### src/rtl/regfile_dumper.sv
// regfile_dumper: walks a wrap-around register address range through one
// regfile read port and streams each register as an address-tagged beat.
//
// Ports:
//   clk, reset          clock; asynchronous active-high reset
//   start               dump request, sampled only while idle
//   start_addr          first register of the range (captured with start)
//   end_addr            last register of the range, inclusive
//   rf_read_addr        regfile read address, always driven from cur
//   rf_read_data        combinational regfile read data
//   out_valid/out_ready valid/ready handshake of the output stream
//   out_addr/out_data   register index and contents of the current beat
//   out_last            current beat is the final register of the range
//   busy                high whenever the block is not idle
//   done                one-cycle pulse after the last beat is accepted
module regfile_dumper #(
   parameter int NUM_REGS = 16,
   parameter int ADDR_W   = 4,
   parameter int DATA_W   = 8
) (
   input  logic              clk,
   input  logic              reset,
   input  logic              start,
   input  logic [ADDR_W-1:0] start_addr,
   input  logic [ADDR_W-1:0] end_addr,
   output logic [ADDR_W-1:0] rf_read_addr,
   input  logic [DATA_W-1:0] rf_read_data,
   output logic              out_valid,
   input  logic              out_ready,
   output logic [ADDR_W-1:0] out_addr,
   output logic [DATA_W-1:0] out_data,
   output logic              out_last,
   output logic              busy,
   output logic              done
);

   typedef enum logic [1:0] {
      S_IDLE,
      S_LOAD,
      S_SEND,
      S_DONE
   } state_e;

   state_e state_q, state_d;

   // cur walks the range; last is the inclusive end captured at start
   logic [ADDR_W-1:0] cur_q, cur_d;
   logic [ADDR_W-1:0] last_q, last_d;

   // registered beat; held stable for as long as the consumer stalls
   logic              vld_q, vld_d;
   logic [ADDR_W-1:0] baddr_q, baddr_d;
   logic [DATA_W-1:0] bdata_q, bdata_d;
   logic              blast_q, blast_d;

   logic [ADDR_W-1:0] cur_inc;
   logic              xfer;

   // modulo form keeps the walk correct even if the address
   // space is wider than the register count
   assign cur_inc = ADDR_W'((32'(cur_q) + 32'd1) % NUM_REGS);
   assign xfer    = vld_q & out_ready;

   always_ff @(posedge clk or posedge reset) begin
      if (reset) begin
         state_q <= S_IDLE;
         cur_q   <= '0;
         last_q  <= '0;
         vld_q   <= 1'b0;
         baddr_q <= '0;
         bdata_q <= '0;
         blast_q <= 1'b0;
      end else begin
         state_q <= state_d;
         cur_q   <= cur_d;
         last_q  <= last_d;
         vld_q   <= vld_d;
         baddr_q <= baddr_d;
         bdata_q <= bdata_d;
         blast_q <= blast_d;
      end
   end

   always_comb begin
      state_d = state_q;
      cur_d   = cur_q;
      last_d  = last_q;
      vld_d   = vld_q;
      baddr_d = baddr_q;
      bdata_d = bdata_q;
      blast_d = blast_q;
      unique case (state_q)
         S_IDLE: begin
            if (start) begin
               cur_d   = start_addr;
               last_d  = end_addr;
               state_d = S_LOAD;
            end
         end
         S_LOAD: begin
            // snapshot this register now; later regfile
            // writes to it do not affect the beat
            bdata_d = rf_read_data;
            baddr_d = cur_q;
            blast_d = (cur_q == last_q);
            vld_d   = 1'b1;
            state_d = S_SEND;
         end
         S_SEND: begin
            if (xfer) begin
               vld_d = 1'b0;
               if (blast_q) begin
                  state_d = S_DONE;
               end else begin
                  cur_d   = cur_inc;
                  state_d = S_LOAD;
               end
            end
         end
         S_DONE: begin
            state_d = S_IDLE;
         end
         default: begin
            state_d = S_IDLE;
         end
      endcase
   end

   // read address comes straight from a register, never from
   // combinational next-state logic
   assign rf_read_addr = cur_q;
   assign out_valid    = vld_q;
   assign out_addr     = baddr_q;
   assign out_data     = bdata_q;
   assign out_last     = blast_q;
   assign busy         = (state_q != S_IDLE);
   assign done         = (state_q == S_DONE);

endmodule

### config.mk
export PLATFORM = sky130hd
export DESIGN_NAME = regfile_dumper
export DESIGN_NICKNAME = d
export VERILOG_FILES = /design/src/rtl/regfile_dumper.sv
export SDC_FILE = /design/constraint.sdc
export NUM_CORES = 1
export LEC_CHECK = 0
export CAP_MARGIN = 20
export CORE_MARGIN = 2
export CORE_UTILIZATION = 47
export DETAILED_ROUTE_END_ITERATION = 10
export PLACE_DENSITY = 0.92
export SLEW_MARGIN = 5
export SYNTH_ARGS = -nofsm -noshare
export SYNTH_HDL_FRONTEND = slang
export SYNTH_SLANG_ARGS = --single-unit
export TNS_END_PERCENT = 20
### constraint.sdc
create_clock -name clk -period 2.7 [get_ports clk]
set_clock_uncertainty 0.15 [all_clocks]
set_input_delay 0.405 -clock clk [delete_from_list [all_inputs] [get_ports clk]]
set_output_delay 0.405 -clock clk [all_outputs]
set_load 0.01 [all_outputs]
==> impl_metrics.tcl, run 1 <==
set metrics [dict create \
    tightest_slew_ps 492 \
    clkTransAtPathRegs_ps 130 \
    antennaDiodeCount 0 \
    crit_type "reg2out" \
    switchingPower_uw 621 \
    coreArea_sq_um 2210 \
    clock_latency_ps 310 \
    timing.fmax_ghz 0.459 \
    cts-htree-levels 1 \
    die_area_sq_um 2750 \
    grt_use_total 0.198 \
    num_vias 862 \
    clockRootBuffer "clkbuf_4" \
    pre_cts_ws_ps 682 \
    die_w_um 52.4 \
    max_cap_viol_count 0 \
    synth_common_cells "dfrtp_1, nand2_1, mux2_2, nor2_1, xor2_1" \
    seqPwrFrac 0.387 \
    via_per_inst 5.29 \
    antenna_found_initial 0 \
    timing.final.crit_share 0.808 \
    critPathSlowestCell "dfrtp_1" \
    numPortBuffers 39 \
    swShare 0.341 \
    post_cts.repair.setup_buffers 0 \
    syn_area_sq_um 1100 \
    ys_types 29 \
    final_hold_viol_count 0 \
    first_global_vias 883 \
    grt_pass1_wl_um 3870 \
    area_growth_pct 41.3 \
    syn_nets 116 \
    yosys_warnings 0 \
    synth_seq_area_share 0.545 \
    min_period_ps 2180 \
    setup_viol 0 \
    initial_utilization 0.498 \
    syn_avg_cell_area_sq_um 11.6 \
    peakVddDrop_mv 0.692 \
    p_leak_uw 0.000676 \
    cp_max_fo 10 \
    max-slew-margin-rel 0.671 \
    crit_chain "or2_2, clkdlybuf4s50_1" \
    cp.required_ps 2140 \
    yosysMostFrequentCell "dfrtp_1" \
    cts_buffers 3 \
    synth_top_area_frac 0.545 \
    startpoint_type "flop" \
    grt-ovfl-total 0 \
    hold_class "in2async" \
    clkPwrFrac 0.143 \
    drc 0 \
    status "finished clean" \
    arrival_ps 1630 \
    cts_resized 0 \
    rows 17 \
    synth-edff-count 0 \
    routed_wl_um 2400 \
    drt_pass1_iterations 4 \
    hpwl_um 1870 \
    synthTopCellsByArea "dfrtp_1, mux2_2, nand2_1" \
    clock_sinks 24 \
    power_density_nw_per_um2 1170 \
    ctsHoldBuffers 0 \
    place_congestion 0.770 \
    synthArstFlopShare 1.00 \
    ant_nets 0 \
    cts_tree "done" \
    power_uw 1820 \
    crit_path_end_kind "output pin" \
    rsz0062_at_grt "false" \
    drive_gt1_frac 0.156 \
    ys_ff_latch 24 \
    fp.dieH_um 52.4 \
    cts.path.max_buffers 2 \
    slew_viol_final 0 \
    nets 157 \
    p_int_uw 1200 \
    io_pins 40 \
    grt_start_max_net_pins 25 \
    synth_top_flop_cell "dfrtp_1" \
    fillCellCount 183 \
    comb_power_share 0.470 \
    slowest_delay_ps 500 \
    fin_ws_ps 519 \
    syn-instance-count 95 \
    yosys.area.top_type "dfrtp_1" \
    routedWlPerCell_um 14.7 \
    setup_tns_ps 0 \
    drt_iter0_markers 13 \
]
[sequential cells by signal, summed over array words and instances, names as in the netlist]
name	count
last_q	4
out_addr	4
out_data	8
out_last	1
out_valid	1
rf_read_addr	4
state_q	2
[metal layers]
metal  up-vias  global-route usage  wire [um]
met5         -                   0          0
met4         0              0.0513         19
met3         2              0.0600        180
met2        34               0.358       1220
met1       418               0.225        975
li1        408                   -          -
[metrics by stage]
stage	hold slack (ps)	area (sq um)	utilization	instances
after floorplan	270	1100	-	95
after global placement	338	1510	0.680	159
after detailed placement	353	1510	0.680	159
after CTS	280	1560	0.704	163
after global routing	277	1560	0.704	163
final	264	1560	0.704	163
[area by class of cell]
class / count / area (sq um) / share of cell area
flip-flops and latches: 24 / 601 / 0.386
repair buffers: 41 / 405 / 0.260
clock inverters: 1 / 30.0 / 0.0193
well taps: 28 / 35.0 / 0.0225
inverters: 3 / 11.3 / 0.00723
clock buffers: 3 / 22.5 / 0.0145
multi-input cells: 63 / 453 / 0.291
[worst max-delay path, delay by kind of cell, from the launching register on]
family                 cells  cell delay, ps
flip-flops                 1             500
buffers and inverters      1             480
AND/OR/NAND/NOR            1             330
[placed cells by master (no fill, tap or decap), types with 3 or more instances in the layout]
cell             count
mux2_2              13
inv_1                3
xor2_1               4
dfrtp_1             24
nor2_1               5
nand2_1             15
clkdlybuf4s50_1     39
clkbuf_4             3
[worst paths after layout]
| check | endpoint | start | cells past startpoint | slack, ps |
|---|---|---|---|---|
| max in group asynchronous | out_data[2] | reset | 3 | 1910 |
| min in group clk | last_q[1] | last_q[1] | 2 | 380 |
| worst min register to register | last_q[1] | last_q[1] | 2 | 380 |
| worst max-delay path | busy | state_q[1] | 2 | 520 |
| worst min-delay path | out_data[0] | reset | 3 | 260 |
| worst max register to register | rf_read_addr[2] | state_q[1] | 3 | 1080 |
[power by group through the flow]
stage | Sequential, uW | Combinational, uW | Clock (uW)
floorplan | 716 | 463 | 0
global placement | 701 | 832 | 0
detailed placement | 716 | 866 | 0
CTS | 707 | 869 | 260
global route | 732 | 943 | 275
finish | 704 | 856 | 260
[logic make-up (layout without fill, tap and decap cells)]
group,Yosys count,count (layout),synth area share
AND/OR/NAND/NOR,33,33,0.151
flip-flops,24,24,0.545
multiplexers,14,14,0.142
AO/OA/AOI/OAI,11,11,0.0749
buffers and inverters,8,48,0.0443
XOR/XNOR,4,4,0.0318
adder cells (fa/ha/maj),1,1,0.0113
Power figures use the tool's default switching activity.
==> run 2, diff against run 1 <==
--- a/config.mk
+++ b/config.mk
@@ -7,9 +7,9 @@
 export LEC_CHECK = 0
 export CAP_MARGIN = 20
 export CORE_MARGIN = 2
-export CORE_UTILIZATION = 47
+export CORE_UTILIZATION = 43
 export DETAILED_ROUTE_END_ITERATION = 10
-export PLACE_DENSITY = 0.92
+export PLACE_DENSITY = 0.86
 export SLEW_MARGIN = 5
 export SYNTH_ARGS = -nofsm -noshare
 export SYNTH_HDL_FRONTEND = slang
==> constraint.sdc (replaced) <==
create_clock -name clk -period 2.25 [get_ports clk]
set_clock_uncertainty 0.15 [all_clocks]
set_input_delay 0.3375 -clock clk [delete_from_list [all_inputs] [get_ports clk]]
set_output_delay 0.3375 -clock clk [all_outputs]
set_load 0.01 [all_outputs]
==> run 2 against run 1 <==
- critical path type unchanged
- global-route usage decreased by 2.0 points
- largest power group unchanged
- wire length fell by 3.9%
- register-to-register slack got worse by 390 ps
- critical path depth did not move
- final cell count is 1.8% higher
- first-iteration DRC count down 62%
- via count is 3.0% lower
- combinational power is 21% higher
==> impl_metrics.tcl, run 2 (synthesis gave the netlist of run 1 again) <==
set metrics [dict create \
    io_pins 40 \
    min_period_ps 2090 \
    cts_tree "done" \
    clock_sinks 24 \
    grt-ovfl-total 0 \
    nets 158 \
    place_inst 162 \
    antennaDiodeCount 0 \
    area_growth_pct 42.2 \
    tightest_slew_ps 348 \
    r2r_setup_slack_ps 690 \
    first_global_vias 848 \
    hold_class "in2async" \
    drc 0 \
    timing.final.crit_share 0.928 \
    r2r_start "state_q[1]" \
    rows 18 \
    cp_max_fo 10 \
    crit_type "reg2out" \
    max_cap_viol_count 0 \
    ant_nets 0 \
    fin_hold_ws_ps 202 \
    grt_start_max_net_pins 25 \
    clock_latency_ps 310 \
    initial_utilization 0.449 \
    grt_pass1_wl_um 3800 \
    numPortBuffers 39 \
    max-slew-margin-rel 0.767 \
    final_cell_count_no_fill 166 \
    power_density_nw_per_um2 1400 \
    place_congestion 0.841 \
    hpwl_um 1750 \
    drt_iter0_markers 5 \
    layout_commonest_cell "clkdlybuf4s50_1" \
    drt_pass1_iterations 3 \
    post_cts.repair.setup_buffers 0 \
    place_area_sq_um 1520 \
    cp.required_ps 1760 \
    p_leak_uw 0.000681 \
    final_hold_viol_count 0 \
    via_per_inst 5.04 \
    die_area_sq_um 2980 \
    arrival_ps 1600 \
    clkTransAtPathRegs_ps 130 \
    layout_common_cells "clkdlybuf4s50_1, dfrtp_1, nand2_1" \
    status "finished clean" \
    routed_wl_um 2300 \
    cts_resized 0 \
    crit_path_end_kind "output pin" \
    cts-htree-levels 1 \
    setup_viol 0 \
    ctsHoldBuffers 0 \
    coreArea_sq_um 2450 \
    antenna_found_initial 0 \
    cts_buffers 3 \
    timing.fmax_ghz 0.479 \
    drive_gt1_frac 0.162 \
    ff2ff_path_depth 3 \
    peakVddDrop_mv 0.976 \
    slew_viol_final 0 \
    cts.path.max_buffers 2 \
    startpoint_type "flop" \
    routedWlPerCell_um 13.9 \
    setup_tns_ps 0 \
    clockRootBuffer "clkbuf_4" \
    num_vias 836 \
    r2r-end "rf_read_addr[2]" \
    rsz0062_at_grt "false" \
    stdcell_area_sq_um 1570 \
    die_w_um 54.6 \
    fp.dieH_um 54.6 \
    grt_use_total 0.178 \
    largest_register_ffs 8 \
]
-- run 2: worst max path at each step --
| stage | from | end | cells after the start |
|---|---|---|---|
| final | state_q[1] | busy | 2 |
| after global routing | state_q[1] | busy | 2 |
| after CTS | state_q[1] | busy | 2 |
| after detailed placement | start | rf_read_addr[2] | 4 |
| after global placement | start | rf_read_addr[2] | 4 |
| after floorplan | state_q[1] | rf_read_addr[1] | 5 |
-- run 2: area by class of cell --
| class | count | area, sq um |
|---|---|---|
| Inverter | 3 | 11.3 |
| Sequential cell | 24 | 601 |
| Fill cell | 200 | 887 |
| Clock inverter | 1 | 30.0 |
| Multi-Input combinational cell | 63 | 453 |
| Clock buffer | 3 | 22.5 |
| Timing Repair Buffer | 42 | 413 |
| Tap cell | 30 | 37.5 |
-- run 2: critical path, stage by stage (launching register included) --
cell and delay [ps]:
dfrtp_1 490, or2_2 330, clkdlybuf4s50_1 480
-- run 2: metal layers --
metal | wire length (um) | vias to the layer above | part of all wire | global-route usage
met5 | 0 | - | 0 | 0
met2 | 1080 | 27 | 0.47 | 0.288
met4 | 19 | 0 | 0.0083 | 0.0375
met1 | 1020 | 399 | 0.44 | 0.234
met3 | 176 | 2 | 0.076 | 0.0574
li1 | - | 408 | - | -
-- run 2: through the flow --
stage | power, uW | util | setup WS, ps
after detailed placement | 1900 | 0.617 | 346
final | 2190 | 0.639 | 162
after global routing | 2350 | 0.639 | 89.0
after global placement | 1850 | 0.617 | 385
after floorplan | 1410 | - | 758
after CTS | 2210 | 0.639 | 148
-- run 2: power breakdown --
part / switching, uW / total, uW / internal (uW)
Combinational: 413 / 1040 / 625
Clock: 128 / 309 / 180
Sequential: 203 / 844 / 641
==> edit 1 (flow settings as in run 1) <==
The parameter `DATA_W` goes from 8 to 9.
--- a/src/rtl/regfile_dumper.sv
+++ b/src/rtl/regfile_dumper.sv
@@ -16,7 +16,7 @@
 module regfile_dumper #(
    parameter int NUM_REGS = 16,
    parameter int ADDR_W   = 4,
-   parameter int DATA_W   = 8
+   parameter int DATA_W   = 9
 ) (
    input  logic              clk,
    input  logic              reset,
Ports: changed (resized out_data and rf_read_data); port bits go from 40 to 42. No check against the original RTL was run, so the function may have changed too.
==> edit 1 against run 1 <==
  * Setup slack got worse by 15 ps
  * Power is 0.99% higher
  * Highest routed layer unchanged
  * Routed wire length increased by 12%
  * Synthesized cell count is 4.2% higher
  * Area after synthesis is 8.4% higher
  * Final cell count is 3.1% higher
  * Fmax down 0.68%
  * First-iteration DRC count is 69% lower
  * Sequential share of layout area rose by 0.33 points
  * Critical path depth is the same
  * Sequential power is 5.8% higher
  * Sequential cell count increased by 1
  * Design area grew 3.3%
==> edit 1: results (changes against run 1) <==
dpl hpwl=2040 µm (+8.7%); top post-synthesis cells by count=dfrtp_1 (25), nand2_1 (15), mux2_2 (12), buf_6 (5), nor2_1 (5); CTS Buffer Depth=2 (unchanged); PortBufs=41 (+5.1%); switching power=0.683 mW (+10%); largest net degree at the start of global routing=26 (+4.0%); Vias=889 (+3.1%); post-synth cell types=34 (+17%); pre-CTS setup slack=744 ps (+62.3 ps); Nets=161 (+2.5%); first-pass GRT wire length=4360 µm (+13%); XOR/XNOR share of the synthesized area=2.93% (-0.25 points); hold crit path type=reg -> reg; Post-Synth Adder-Cell Area=1.05% (-0.088 points); gr usage total=21.0% (+1.2 points); sequential share of the synthesized area=52.4% (-2.1 points); min Tclk post-route=2200 ps (+15.0 ps); peak supply drop=0.000760 V (+9.8%); Post-Syn Nets=121 (+4.3%); hold slack=359 ps (+94.6 ps); DR iter-0 viols=4 (-9); P_leak=0.692 nW (+2.4%); gpl congestion=0.784 (+1.8%); initial antenna violation count=0 (unchanged); top cells by area, synth=dfrtp_1 (52%), mux2_2 (11%), buf_6 (4.7%), nand2_1 (4.7%), xor2_1 (2.9%); routed len/inst=16.0 µm (+8.8%); share of post-route cells with drive strength above 1=14.5% (-1.1 points); Worst-Margin Slew=934 ps (+442 ps); complex-gate fraction of the synthesized area=7.85% (+0.36 points); mux cell area share after synthesis=14.0% (-0.16 points); vias in the first global route=922 (+4.4%); status=completed
## edit 1: layer usage
metal  share of wire [%]  vias up  GRT usage [%]
li1                    -      414              -
met3                 4.1        6           3.55
met4                 2.3        0           9.58
met1                  39      440           22.7
met2                  54       29           39.6
met5                   0        -              0
## edit 1: per-stage QoR
step / instance area, µm² / cells
after floorplan: 1190 / 99
after global placement: 1580 / 164
after detailed placement: 1580 / 164
after CTS: 1610 / 168
after global routing: 1610 / 168
final: 1610 / 168
## edit 1: cell families (layout without fill, tap and decap cells)
group | Yosys count | count (layout)
AO/OA/AOI/OAI | 10 | 10
XOR/XNOR | 4 | 4
buffers and inverters | 9 | 48
AND/OR/NAND/NOR | 35 | 35
flip-flops | 25 | 25
adder cells (fa/ha/maj) | 1 | 1
multiplexers | 15 | 15
## edit 1: path summary, 6_finish.rpt
kind / start / end / depth (start not counted)
max: state_q[1]$_DFFE_PP0P_ / busy / 2
min: out_data[3]$_DFFE_PP0P_ / out_data[3]$_DFFE_PP0P_ / 1
max reg2reg: state_q[0]$_DFFE_PP0P_ / out_data[8]$_DFFE_PP0P_ / 2
min reg2reg: out_data[3]$_DFFE_PP0P_ / out_data[3]$_DFFE_PP0P_ / 1
max in group asynchronous: reset / out_addr[3]$_DFFE_PP0P_ / 2
min in group asynchronous: reset / out_data[4]$_DFFE_PP0P_ / 2
## edit 1: area by class of cell
cell class	count	area (µm²)
Clock buffer	4	26.3
Fill cell	195	823
Multi-Input combinational cell	65	498
Inverter	3	11.3
Tap cell	30	37.5
Timing Repair Buffer	41	410
Sequential cell	25	626
## edit 1: worst max-delay path, stage by stage, from the launching register on
cell and delay (ps):
dfrtp_1 510, or2_2 340, clkdlybuf4s50_1 470
## edit 1: power groups by stage
| stage | Sequential, mW | Combinational (mW) | Clock (mW) |
|---|---|---|---|
| after floorplan | 0.753 | 0.535 | 0 |
| after global routing | 0.774 | 1.00 | 0.184 |
| final | 0.745 | 0.927 | 0.166 |
| after global placement | 0.730 | 0.886 | 0 |
| after detailed placement | 0.753 | 0.932 | 0 |
| after CTS | 0.744 | 0.938 | 0.169 |
==> edit 2 (config.mk and constraints of run 1) <==
Without the edit above. The 4 states of `state_e` get a Gray code encoding in 2 bits.
--- a/src/rtl/regfile_dumper.sv
+++ b/src/rtl/regfile_dumper.sv
@@ -35,10 +35,10 @@
 );
 
    typedef enum logic [1:0] {
-      S_IDLE,
-      S_LOAD,
-      S_SEND,
-      S_DONE
+      S_IDLE = 2'b00,
+      S_LOAD = 2'b01,
+      S_SEND = 2'b11,
+      S_DONE = 2'b10
    } state_e;
 
    state_e state_q, state_d;
Behaviour: same outputs for any inputs over 10 cycles, from zero or initial values and one cycle with reset high; not proved beyond that.
==> edit 2 against run 1 <==
  * Power shrank 6.1%
  * Design area shrank 1.4%
  * Sequential cell count is the same
  * Setup slack worse by 12 ps
  * Non-clock buffer count is 1 lower
  * Routed wire length down 2.8%
  * Combinational power is 3.4% lower
  * Global-route usage shrank 0.19 points
  * Hold slack improved by 7.0 ps
  * Register-to-register slack worse by 180 ps
  * Area after synthesis is 2.6% lower
  * Final cell count shrank 5.5%
  * Critical path type unchanged
  * Highest routed layer unchanged
==> edit 2: results (changes against run 1) <==
status=completed; Post-Syn Nets=104 (-10%); met1 wire length=894 µm (-8.3%); gr usage total=19.6% (-0.19 points); XOR/XNOR share of the synthesized area=3.26% (+0.085 points); Worst-Margin Slew=653 ps (+161 ps); Vias=850 (-1.4%); first-pass GRT wire length=3810 µm (-1.6%); complex-gate fraction of the synthesized area=10.1% (+2.6 points); Reg-to-Reg End=out_data[5]$_DFFE_PP0P_; peak supply drop=0.000772 V (+12%); hold slack=271 ps (+6.96 ps); sequential share of the synthesized area=55.9% (+1.5 points); routed wl met3=115 µm (-36%); largest net degree at the start of global routing=25 (unchanged); number of synthesis warnings=0 (unchanged); mux cell area share after synthesis=18.8% (+4.6 points); CP Max Fanout=8 (-2); top cells by area, synth=dfrtp_1 (56%), mux2_2 (18%), xor2_1 (3.3%), o32ai_4 (2.6%), a21oi_1 (1.4%); routed len/inst=15.1 µm (+2.9%); dpl hpwl=1740 µm (-7.3%); post-synth cell types=27 (-6.9%); Cell Area, Placed=1500 µm² (-0.42%); pre-CTS setup slack=793 ps (+111 ps); Post-Synth Adder-Cell Area=1.17% (+0.030 points); top post-synthesis cells by count=dfrtp_1 (24), mux2_2 (17); Syn Area/Cell=12.9 µm² (+11%); Post-Route WL=2330 µm (-2.8%); worst setup path start=state_q[0]$_DFFE_PP0P_; P_leak=0.649 nW (-4.0%); met2 WL=1270 µm (+3.9%); reg2reg setup slack=900 ps (-180 ps); gpl congestion=0.870 (+13%); share of post-route cells with drive strength above 1=21.4% (+5.9 points)
-- edit 2: cell types whose count changed after synthesis, moves of 2 or more --
cell,change
nor2b_1,-2
nor2_2,+2
mux2_2,+4
o21a_1,+2
a311oi_1,-2
nand2_1,-11
buf_6,-2
buf_2,-3
-- edit 2: area by class of cell --
cell class / count / area (µm²)
Timing Repair Buffer: 40 / 398
Multi-Input combinational cell: 53 / 447
Tap cell: 28 / 35.0
Clock buffer: 4 / 36.3
Fill cell: 163 / 656
Inverter: 5 / 18.8
Sequential cell: 24 / 601
-- edit 2: where the power goes --
group | internal [mW] | switching, mW | total [mW]
registers | 0.530 | 0.161 | 0.691
logic | 0.499 | 0.328 | 0.827
clock network | 0.0824 | 0.109 | 0.191
total | 1.11 | 0.597 | 1.71
-- edit 2: how the worst max path moves through the flow --
stage	end	slack [ps]	depth (start not counted)
final	busy	510	2
after global routing	busy	430	2
after CTS	busy	500	2
after detailed placement	rf_read_addr[0]$_DFFE_PP0P_	790	5
after global placement	rf_read_addr[0]$_DFFE_PP0P_	840	5
after floorplan	last_q[0]$_DFFE_PP0P_	1150	3
-- edit 2: kinds of logic (layout without fill, tap and decap cells) --
group / count (synthesis) / after routing
buffers and inverters: 6 / 49
adder cells (fa/ha/maj): 1 / 1
AND/OR/NAND/NOR: 17 / 17
AO/OA/AOI/OAI: 13 / 13
flip-flops: 24 / 24
XOR/XNOR: 4 / 4
multiplexers: 18 / 18
-- edit 2: worst max-delay path: stages (launching register included) --
cell             delay (ps)
dfrtp_1                 490
or2_1                   330
clkdlybuf4s50_1         510
-- edit 2: metal layers --
layer	GRT usage, %	vias to the layer above
li1	-	379
met1	22.9	428
met2	34.2	37
met3	2.59	6
met4	11.8	0
met5	0	-
